===== src/rtl/dmem_arbiter.sv =====
// dmem_arbiter: shares a dual-port data RAM (A = write, B = read) between the
// core load/store stage (req0) and the loader/DMA port (req1). One write and
// one read may issue per cycle; each read is tagged with its requester id so
// that the data can be routed back after the fixed RAM read latency.
module dmem_arbiter #(
  parameter int ADDR_W   = 32,
  parameter int DATA_W   = 64,
  parameter int READ_LAT = 2,
  parameter int MAX_WAIT = 4
) (
  input  logic                clk,
  input  logic                rst,
  input  logic                hold,
  input  logic                req0_valid,
  output logic                req0_ready,
  input  logic [DATA_W/8-1:0] req0_we,
  input  logic [ADDR_W-1:0]   req0_addr,
  input  logic [DATA_W-1:0]   req0_wdata,
  input  logic                req1_valid,
  output logic                req1_ready,
  input  logic [DATA_W/8-1:0] req1_we,
  input  logic [ADDR_W-1:0]   req1_addr,
  input  logic [DATA_W-1:0]   req1_wdata,
  output logic                rsp0_valid,
  output logic [DATA_W-1:0]   rsp0_rdata,
  output logic                rsp1_valid,
  output logic [DATA_W-1:0]   rsp1_rdata,
  output logic [ADDR_W-1:0]   mem_addra,
  output logic [DATA_W/8-1:0] mem_wea,
  output logic [DATA_W-1:0]   mem_dina,
  output logic [ADDR_W-1:0]   mem_addrb,
  input  logic [DATA_W-1:0]   mem_doutb
);

  localparam int BE_W     = DATA_W / 8;
  localparam int WORD_LSB = $clog2(BE_W);
  localparam int WC_W     = $clog2(MAX_WAIT + 1);

  // Request classification and grant decisions
  logic              wr0, rd0, wr1, rd1;
  logic              prefer1;
  logic              gnt_wr0, gnt_wr1, gnt_rd0, gnt_rd1;
  logic              hazard, issue_ok;
  logic              wr_issue, rd_issue;
  logic [ADDR_W-1:0] wr_addr, rd_addr;
  logic [BE_W-1:0]   wr_we;
  logic [DATA_W-1:0] wr_wdata;

  // Starvation counter for req1
  logic [WC_W-1:0]   wait_cnt_reg, wait_cnt_next;

  // Registered RAM-side outputs
  logic [ADDR_W-1:0] mem_addra_reg, mem_addrb_reg;
  logic [BE_W-1:0]   mem_wea_reg;
  logic [DATA_W-1:0] mem_dina_reg;

  // Read tag pipe: bit 0 is the issue stage, bit READ_LAT is the response stage
  logic [READ_LAT:0] tag_v_reg, tag_id_reg;

  // Port A and port B are arbitrated independently; a read that hits the word
  // being written this cycle is deferred so the RAM never sees a same-cycle
  // read/write collision on one word.
  always_comb begin
    wr0      = req0_valid & (|req0_we);
    rd0      = req0_valid & ~(|req0_we);
    wr1      = req1_valid & (|req1_we);
    rd1      = req1_valid & ~(|req1_we);
    prefer1  = (wait_cnt_reg == WC_W'(MAX_WAIT));
    gnt_wr0  = wr0 & (~wr1 | ~prefer1);
    gnt_wr1  = wr1 & (~wr0 | prefer1);
    gnt_rd0  = rd0 & (~rd1 | ~prefer1);
    gnt_rd1  = rd1 & (~rd0 | prefer1);
    wr_addr  = gnt_wr1 ? req1_addr  : req0_addr;
    wr_we    = gnt_wr1 ? req1_we    : req0_we;
    wr_wdata = gnt_wr1 ? req1_wdata : req0_wdata;
    rd_addr  = gnt_rd1 ? req1_addr  : req0_addr;
    hazard   = (gnt_wr0 | gnt_wr1) & (gnt_rd0 | gnt_rd1) &
               (wr_addr[ADDR_W-1:WORD_LSB] == rd_addr[ADDR_W-1:WORD_LSB]);
    issue_ok = ~rst & ~hold;
    wr_issue = issue_ok & (gnt_wr0 | gnt_wr1);
    rd_issue = issue_ok & (gnt_rd0 | gnt_rd1) & ~hazard;
    req0_ready = issue_ok & (gnt_wr0 | (gnt_rd0 & ~hazard));
    req1_ready = issue_ok & (gnt_wr1 | (gnt_rd1 & ~hazard));
  end

  // req1 starvation count: frozen under hold, cleared on grant or idle, saturating
  always_comb begin
    wait_cnt_next = wait_cnt_reg;
    if (!hold) begin
      if (!req1_valid || req1_ready) begin
        wait_cnt_next = '0;
      end else if (wait_cnt_reg != WC_W'(MAX_WAIT)) begin
        wait_cnt_next = wait_cnt_reg + 1'b1;
      end
    end
  end

  // Register RAM commands, the starvation counter and the read tag pipe
  always_ff @(posedge clk) begin
    if (rst) begin
      mem_wea_reg   <= '0;
      mem_addra_reg <= '0;
      mem_dina_reg  <= '0;
      mem_addrb_reg <= '0;
      wait_cnt_reg  <= '0;
      tag_v_reg     <= '0;
      tag_id_reg    <= '0;
    end else begin
      mem_wea_reg <= wr_issue ? wr_we : '0;
      if (wr_issue) begin
        mem_addra_reg <= wr_addr;
        mem_dina_reg  <= wr_wdata;
      end
      if (rd_issue) begin
        mem_addrb_reg <= rd_addr;
      end
      wait_cnt_reg <= wait_cnt_next;
      tag_v_reg    <= {tag_v_reg[READ_LAT-1:0], rd_issue};
      tag_id_reg   <= {tag_id_reg[READ_LAT-1:0], gnt_rd1};
    end
  end

  assign mem_addra = mem_addra_reg;
  assign mem_wea   = mem_wea_reg;
  assign mem_dina  = mem_dina_reg;
  assign mem_addrb = mem_addrb_reg;

  // Per-requester response path
  genvar gi;
  generate
    for (gi = 0; gi < 2; gi++) begin : g_rsp
      localparam logic RSP_ID = 1'(gi);
      logic [DATA_W-1:0] rdata_reg;
      logic              valid;

      // Capture RAM data on the edge this requester's tag enters the response stage
      always_ff @(posedge clk) begin
        if (rst) begin
          rdata_reg <= '0;
        end else if (tag_v_reg[READ_LAT-1] && (tag_id_reg[READ_LAT-1] == RSP_ID)) begin
          rdata_reg <= mem_doutb;
        end
      end

      assign valid = tag_v_reg[READ_LAT] & (tag_id_reg[READ_LAT] == RSP_ID);
    end
  endgenerate

  assign rsp0_valid = g_rsp[0].valid;
  assign rsp0_rdata = g_rsp[0].rdata_reg;
  assign rsp1_valid = g_rsp[1].valid;
  assign rsp1_rdata = g_rsp[1].rdata_reg;

endmodule

===== config.mk =====
export PLATFORM = sky130hd
export DESIGN_NAME = dmem_arbiter
export DESIGN_NICKNAME = d
export VERILOG_FILES = /design/src/rtl/dmem_arbiter.sv
export SDC_FILE = /design/constraint.sdc
export NUM_CORES = 1
export LEC_CHECK = 0
export CORE_AREA = 2 2 210 212
export CTS_BUF_LIST = sky130_fd_sc_hd__clkbuf_4
export DETAILED_ROUTE_END_ITERATION = 8
export DIE_AREA = 0 0 212 214
export SETUP_SLACK_MARGIN = 0.5
export SYNTH_ARGS = -nofsm -noshare
export SYNTH_HDL_FRONTEND = slang
export SYNTH_SLANG_ARGS = --single-unit

===== constraint.sdc =====
create_clock -name clk -period 2.1 [get_ports clk]
set_input_delay 0.21 -clock clk [delete_from_list [all_inputs] [get_ports clk]]
set_output_delay 0.21 -clock clk [all_outputs]
set_load 0.01 [all_outputs]

== After elaboration in Yosys (flattened, before gate mapping) ==
Index checks and enable logic that the tools add are counted.

* Bits in latches: 0
* Flip-flop bits (word level): 273
* Memories kept: 0
* Bits in writable memories: 0
* ROM bits: 0

* Bitwise logic cells: 41
* Multipliers: 0
* Add/subtract/negate cells: 1
* Order comparisons: 0
* Div/mod/pow operators: 0
* Muxes and demuxes: 6
* Shift-type cells: 0
* Reductions and logical operators: 9
* Equal/unequal tests: 3

{| class="wikitable"
|+ Operator list
! cell !! count
|-
| $mux 32 || 2
|-
| $mux 64 || 1
|-
| $eq 29x29->1 || 1
|-
| $and 1x1->1 || 20
|-
| $reduce_or 8->1 || 2
|-
| $not 1->1 || 13
|-
| $mux 8 || 1
|-
| $or 1x1->1 || 8
|-
| $mux 3 || 2
|-
| $add 3x1->3 const B || 1
|-
| $eq 3x3->1 const B || 1
|-
| $ne 3x3->1 const B || 1
|-
| $logic_and 1x1->1 || 2
|-
| $reduce_and 2->1 || 1
|-
| $reduce_bool 2->1 || 1
|-
| $reduce_or 2->1 || 1
|-
| $logic_not 1->1 || 1
|-
| $logic_or 1x1->1 || 1
|}

== Depth between registers and ports, before layout ==
Gate-level depths: netlist (run 1).

* Depth after elaboration: 16
* Mapped depth: 10

== Least setup slack after synthesis (run 1) ==
Ideal clock, no wire load.

* Kind: input to output
* Start point: input req0_we[4]
* End point: output req0_ready
* Cell stages on the path: 7
* Data required time: 1.890 ns
* Arrival time: 1.960 ns
* Buffers on the path: 1
* Path slack: -0.070 ns
* Path through: or4_4 or2_1 a31o_1 buf_6 o21a_1 o21a_1 a211oi_2

* Longest elaborated chain between the ends: 13
* Elaborated cells on any way between the ends: 23
* Classes of those cells: eq/ne (1); mux (2); bitwise (19); reduce/logical (1)

{| class="wikitable"
|+ Ends and longest elaborated chain
! element !! RTL line !! source
|-
| start: declaration || 16 || <nowiki>input logic [DATA_W/8-1:0] req0_we,</nowiki>
|-
| $reduce_or 8->1 (*) || 64, 65 ||
|-
| $not 1->1 || 65 || <nowiki>rd0 = req0_valid & ~(|req0_we);</nowiki>
|-
| $and 1x1->1 || 65 ||
|-
| $not 1->1 || 72 || <nowiki>gnt_rd1 = rd1 & (~rd0 | prefer1);</nowiki>
|-
| $or 1x1->1 || 72 ||
|-
| $and 1x1->1 || 72 ||
|-
| $mux 32 or $or 1x1->1 (tied branches) || 76, 77 ||
|-
| $eq 29x29->1 or $and 1x1->1 (tied branches) || 78, 77 ||
|-
| $and 1x1->1 || 77 || <nowiki>hazard = (gnt_wr0 | gnt_wr1) & (gnt_rd0 | gnt_rd1) &</nowiki>
|-
| $not 1->1 || 82 || <nowiki>req0_ready = issue_ok & (gnt_wr0 | (gnt_rd0 & ~hazard));</nowiki>
|-
| $and 1x1->1 || 82 ||
|-
| $or 1x1->1 (*) || 82 ||
|-
| $and 1x1->1 (*) || 82 ||
|-
| end: declaration || 15 || <nowiki>output logic req0_ready,</nowiki>
|}

Every way passes the cells marked *; elsewhere a longest branch is shown, timed or not.

== Worst setup path in the final report (run 1) ==
* Start point: input req0_we[0]
* End point: output req0_ready

Same word-level chain as after synthesis.

==> results_dict.tcl, run 1 <==
set metrics [dict create \
    outcome "finished with violations" \
    skew_ns 0.02530 \
    numCtsBuffers 81 \
    totalPowerFinal_uw 12470 \
    required_ns 1.89 \
    p_int_uw 9218 \
    die_area_um2 45370 \
    grt_max_degree 134 \
    dp_hpwl_mm 31.87 \
    vias 12360 \
    final_nets 2323 \
    ant_nets 0 \
    crit_path_start_kind "primary input" \
    syn_inst 1280 \
    cp_max_fo 2 \
    mostFrequentLayoutCell "clkdlybuf4s50_1" \
    maxSlewViolCount 0 \
    core_um2 42890 \
    p_switching_uw 3257 \
    synth_cell_types 44 \
    fp.dieH_um 214 \
    arrival_ns 2.27 \
    place_inst 2417 \
    gr-total-overflow 0 \
    fmax_mhz 402.9 \
    p_sw_share_pct 26.10 \
    antenna_found_initial 5 \
    cts_root_buf "clkbuf_4" \
    grt_pass1_wl_mm 69.59 \
    fin_cells 2693 \
    dr.pass1.iters 5 \
    max_cap_viol_count 0 \
    crit_type "primary input to output port" \
    leakage_uw 0.01101 \
    rsz0062_at_grt "true" \
    grt_pass1_vias 12220 \
    p_seq_share_pct 43.3 \
    ios 545 \
    clock_power_share_pct 40.7 \
    ir_worst_vdd_mv 0.3469 \
    clock_path_buffers 3 \
    period_share_pct 118.2 \
    yosysSeqAreaShare_pct 47.97 \
    syn_avg_cell_area_um2 8.900 \
    worst_pin_slew_ns 0.6859 \
    slew_headroom_pct 54.28 \
    final_cell_mix "clkdlybuf4s50_1 (292), nand2_1 (278), dfxtp_1 (267)" \
    fp-row-count 76 \
    finalWorstSetupSlack_ns -0.3818 \
    fp.dieW_um 212 \
    syn_nets 1559 \
    wl_mm 47.82 \
    hold_viol_final 0 \
    cts.sinks 273 \
    vias_per_cell 4.590 \
    hold_path.class "primary input to flop" \
    grt_use_total_pct 19.65 \
    drc 0 \
    drive_above_1_share_pct 20.09 \
    netlist_area_um2 11390 \
    first_iter_violations 554 \
    ys_warn_count 0 \
    clk_pin_slew_ns 0.07 \
    fin_util_pct 49.05 \
    clock_latency_ns 0.75 \
    comb_power_share_pct 16.0 \
    violations "negative setup slack" \
    fin_crit_ns 2.482 \
    numPortBuffers 544 \
    cts_tree "yes" \
    start_util_pct 26.56 \
    synth-seq-cells 273 \
    setup_viol 2 \
    critPathCaptureType "output port" \
    area_delta_synth_final_pct 84.65 \
    gp_congestion 0.8159 \
    htree_num_levels 3 \
    power_density_nw_per_um2 593.0 \
    post_drt_wl_per_cell_um 17.76 \
]
routing by layer:
metal	share of wire [%]	vias up	GRT usage, %
met4	3.9	2	10.00
li1	-	5970	-
met3	8.1	105	6.949
met5	0.038	-	0
met2	49	459	33.65
met1	39	5824	21.27
cell families after synthesis:
logic type,share of synthesized area [%]
buffers and inverters,4.865
AND/OR/NAND/NOR,19.10
flip-flops,47.97
adder cells (fa/ha/maj),0.2196
multiplexers,10.99
XOR/XNOR,1.845
AO/OA/AOI/OAI,15.00
cells in the mapped netlist:
cell       count  area share, %
and2_1         3           0.16
or4_4          2           0.20
nand2_1      281            9.3
inv_1          8           0.26
dfxtp_1      273             48
o21ai_1       15           0.66
nor2b_1       10           0.55
a31oi_1        1          0.055
nor4_1         8           0.44
buf_1          4           0.13
a22o_1         1          0.077
o21a_1         2           0.13
o221ai_1       1          0.077
nand3_1        3           0.13
buf_2         17           0.75
a221oi_1       1          0.077
clkbuf_1      62            2.0
ha_1           2           0.22
a31o_1         1          0.077
a211oi_2      23            2.5
o21ai_2        1          0.077
buf_6         13            1.3
nand4_1        2           0.11
o211a_1        1          0.088
mux2i_1      124             11
o21ai_0       85            3.7
buf_4          6           0.40
xor2_1        24            1.8
nand2b_1       2           0.11
nor4_2         1           0.11
nor3_1         3           0.13
nand4b_1       1          0.077
a2111oi_2      1           0.13
nor2_1        40            1.3
nand3b_1      97            6.4
a211oi_1      11           0.72
a21oi_1      143            6.3
a2111oi_0      1          0.077
a21oi_2        1          0.077
or2_1          1          0.055
a31o_2         1          0.077
mux2_2         1          0.099
o22ai_1        1          0.055
nor2_2         1          0.055
power by group through the flow:
stage               combinational [uW]  sequential (uW)  clock, uW
finish                            1990             5400       5080
global route                      2120             5420       5590
CTS                               1970             5410       5310
detailed placement                1770             5520          0
global placement                  1760             5510          0
floorplan                          513             5590          0
worst max-delay path, cell delays in order:
cell and delay (ns):
dlygate4sd2_1 0.24, or4_4 0.58, or2_4 0.28, a31o_4 0.24, o21a_1 0.16, o21a_1 0.18, a211oi_2 0.20, buf_2 0.18
path summary, 6_finish.rpt:
check	to	slack [ns]	cells after the start	start
worst max register to register	mem_addrb[12]$_SDFFE_PP0P_	0.18	7	wait_cnt_reg[0]$_SDFFE_PP0P_
worst min-delay path	mem_dina[22]$_SDFFE_PP0P_	0.10	3	req0_wdata[22]
worst max-delay path	req0_ready	-0.38	8	req0_we[0]
worst min register to register	tag_id_reg[1]$_SDFF_PP0_	0.44	1	tag_id_reg[0]$_SDFF_PP0_
per-stage QoR:
stage	cell area (um^2)	setup slack, ns	setup TNS, ns	hold slack (ns)
final	21040	-0.3818	-0.6123	0.1031
after global routing	21030	-0.5057	-0.8119	0.02474
after CTS	20190	-0.4841	-0.8722	0.003090
after detailed placement	18230	-1.025	-91.66	0.4306
after global placement	18230	-1.009	-86.84	0.4307
after floorplan	11520	0.01167	0	0.3460
layout make-up:
type	instances	area (um^2)
flip-flops and latches	273	5473
well taps	585	732.0
clock inverters	29	181.4
fillers	4012	21850
diodes	7	17.52
multi-input cells	897	5733
inverters	8	30.03
repair buffers	783	8035
clock buffers	111	833.3
timing repair:
action,in CTS,in global routing
pin swaps,12,6
hold buffers,84,19
endpoints found under the hold margin,139,20
setup endpoints to repair,409,382
buffers inserted,12,8
resized for setup,271,212
gates cloned,3,3
Note: power is estimated with default switching activity, not from simulation.
==> run 2: changes to the inputs <==
--- a/config.mk
+++ b/config.mk
@@ -9,6 +9,7 @@
 export CTS_BUF_LIST = sky130_fd_sc_hd__clkbuf_4
 export DETAILED_ROUTE_END_ITERATION = 8
 export DIE_AREA = 0 0 212 214
+export MAX_ROUTING_LAYER = met4
 export SETUP_SLACK_MARGIN = 0.5
 export SYNTH_ARGS = -nofsm -noshare
 export SYNTH_HDL_FRONTEND = slang
==> run 2 against run 1 <==
The flow still finishes with violations (negative setup slack). Register-to-register slack got worse by 0.02 ns. Global-route usage rose by 0.59 points. First-iteration DRC count rose by 1.1%. Clock-buffer cell count did not move. Critical endpoint unchanged. Largest power group unchanged.
==> results_dict.tcl, run 2 (synthesis results as in run 1) <==
set metrics [dict create \
    grt_pass1_wl_mm 69.59 \
    reg2reg_from "wait_cnt_reg[0]$_SDFFE_PP0P_" \
    maxSlewViolCount 0 \
    worst_pin_slew_ns 0.7805 \
    hold_viol_final 0 \
    grt_max_degree 134 \
    cp_max_fo 2 \
    ir_worst_vdd_mv 0.3466 \
    antenna_found_initial 6 \
    period_share_pct 117.7 \
    globalRouteMet1Util_pct 21.36 \
    arrival_ns 2.26 \
    setup_viol 2 \
    busiest_layer "met2" \
    crit_path_start_kind "primary input" \
    hold_path.class "primary input to flop" \
    core_um2 42890 \
    leakage_uw 0.01048 \
    final_cell_mix "clkdlybuf4s50_1 (321), nand2_1 (278), dfxtp_1 (266)" \
    grt_pass1_vias 12220 \
    grt_use_total_pct 20.24 \
    fp.dieW_um 212 \
    max_cap_viol_count 0 \
    rsz0062_at_grt "true" \
    clock_latency_ns 0.76 \
    first_iter_violations 560 \
    die_area_um2 45370 \
    vias_per_cell 4.582 \
    cts.sinks 273 \
    fin_crit_ns 2.471 \
    numCtsBuffers 81 \
    gp_congestion 0.8280 \
    power_density_nw_per_um2 593.6 \
    crit_type "primary input to output port" \
    cts_tree "yes" \
    fp-row-count 76 \
    cts_root_buf "clkbuf_4" \
    skew_ns 0.03264 \
    fin_tns_setup_ns -0.6338 \
    fp.dieH_um 214 \
    met2_usage_pct 33.66 \
    gr-usage-met3_pct 6.847 \
    final_nets 2322 \
    mostFrequentLayoutCell "clkdlybuf4s50_1" \
    wl_mm 47.88 \
    violations "negative setup slack" \
    dp_hpwl_mm 31.87 \
    drive_above_1_share_pct 20.81 \
    ios 545 \
    clock_path_buffers 3 \
    required_ns 1.89 \
    post_drt_wl_per_cell_um 17.77 \
    critPathCaptureType "output port" \
    vias 12340 \
    outcome "finished with violations" \
    dr.pass1.iters 5 \
    htree_num_levels 3 \
    drc 0 \
    fmax_mhz 404.6 \
    clk_pin_slew_ns 0.07 \
    start_util_pct 26.56 \
    area_delta_synth_final_pct 84.92 \
    critPathLaunch "req0_we[0]" \
    slew_headroom_pct 47.97 \
    ant_nets 0 \
    finalWorstSetupSlack_ns -0.3714 \
    numPortBuffers 544 \
    gr-total-overflow 0 \
    min_from "req0_wdata[22]" \
    totalPowerFinal_uw 12510 \
]
-- run 2: cell count changes in the layout (fill, tap and decap cells not counted), moves of 5 or more --
cell,before,now
clkdlybuf4s50_1,292,321
dlymetal6s2s_1,170,141
mux2i_1,117,111
mux2i_2,2,7
o21ai_0,58,47
o21ai_1,41,51
-- run 2: routing by layer --
metal	wire length [um]	vias up
met5	0	-
met4	1989	0
met3	3909	114
met2	23630	468
met1	18350	5801
li1	-	5960
-- run 2: power by group --
part | internal (uW) | total (uW) | switching [uW]
Clock | 2690 | 5070 | 2380
Combinational | 1210 | 2030 | 818
Sequential | 5330 | 5400 | 73.5
Total | 9230 | 12500 | 3270
-- run 2: cell type report --
class	instances	area, um^2
clock inverter	29	181.4
multi-input combinational	897	5839
inverter	8	30.03
clock buffer	111	833.3
antenna	9	22.52
tap	585	732.0
timing repair buffer	782	7954
fill	4007	21820
sequential	273	5474
-- run 2: worst paths after layout --
kind / to / slack, ns / cells past startpoint
hold / removal: mem_dina[22]$_SDFFE_PP0P_ / 0.10 / 3
hold reg to reg: tag_id_reg[1]$_SDFF_PP0_ / 0.44 / 1
setup / recovery: req0_ready / -0.37 / 8
setup reg to reg: mem_addrb[12]$_SDFFE_PP0P_ / 0.16 / 7
-- run 2: metrics by stage --
step	util (%)	hold WS, ns	setup WS [ns]	cells	area, um^2
2_1_floorplan	-	0.3460	0.01167	1280	11520
3_3_place_gp	42.50	0.4307	-1.009	2417	18230
3_5_place_dp	42.50	0.4306	-1.025	2417	18230
4_1_cts	47.07	0.003090	-0.4841	2656	20190
5_1_grt	49.11	0.02780	-0.5072	2692	21060
6_report	49.12	0.1026	-0.3714	2694	21070
-- run 2: critical path, cell delays in order --
cell and delay [ns]:
dlygate4sd2_1 0.24, or4_4 0.57, or2_4 0.29, a31o_4 0.25, o21a_1 0.16, o21a_1 0.17, a211oi_2 0.19, buf_2 0.18
-- run 2: timing repair --
item	CTS	global route
resized for setup	271	220
buffers inserted	12	8
pin swaps	12	7
hold endpoints to repair	139	21
setup endpoints to repair	409	383
gates cloned	3	3
hold buffers	84	18
==> run 3: changes to the inputs <==
--- a/config.mk
+++ b/config.mk
@@ -9,8 +9,10 @@
 export CTS_BUF_LIST = sky130_fd_sc_hd__clkbuf_4
 export DETAILED_ROUTE_END_ITERATION = 8
 export DIE_AREA = 0 0 212 214
+export GPL_ROUTABILITY_DRIVEN = 0
 export MAX_ROUTING_LAYER = met4
 export SETUP_SLACK_MARGIN = 0.5
+export SLEW_MARGIN = 20
 export SYNTH_ARGS = -nofsm -noshare
 export SYNTH_HDL_FRONTEND = slang
 export SYNTH_SLANG_ARGS = --single-unit
==> results of run 3 <==
No change in the layout: final DEF, timing and power equal those of run 2.
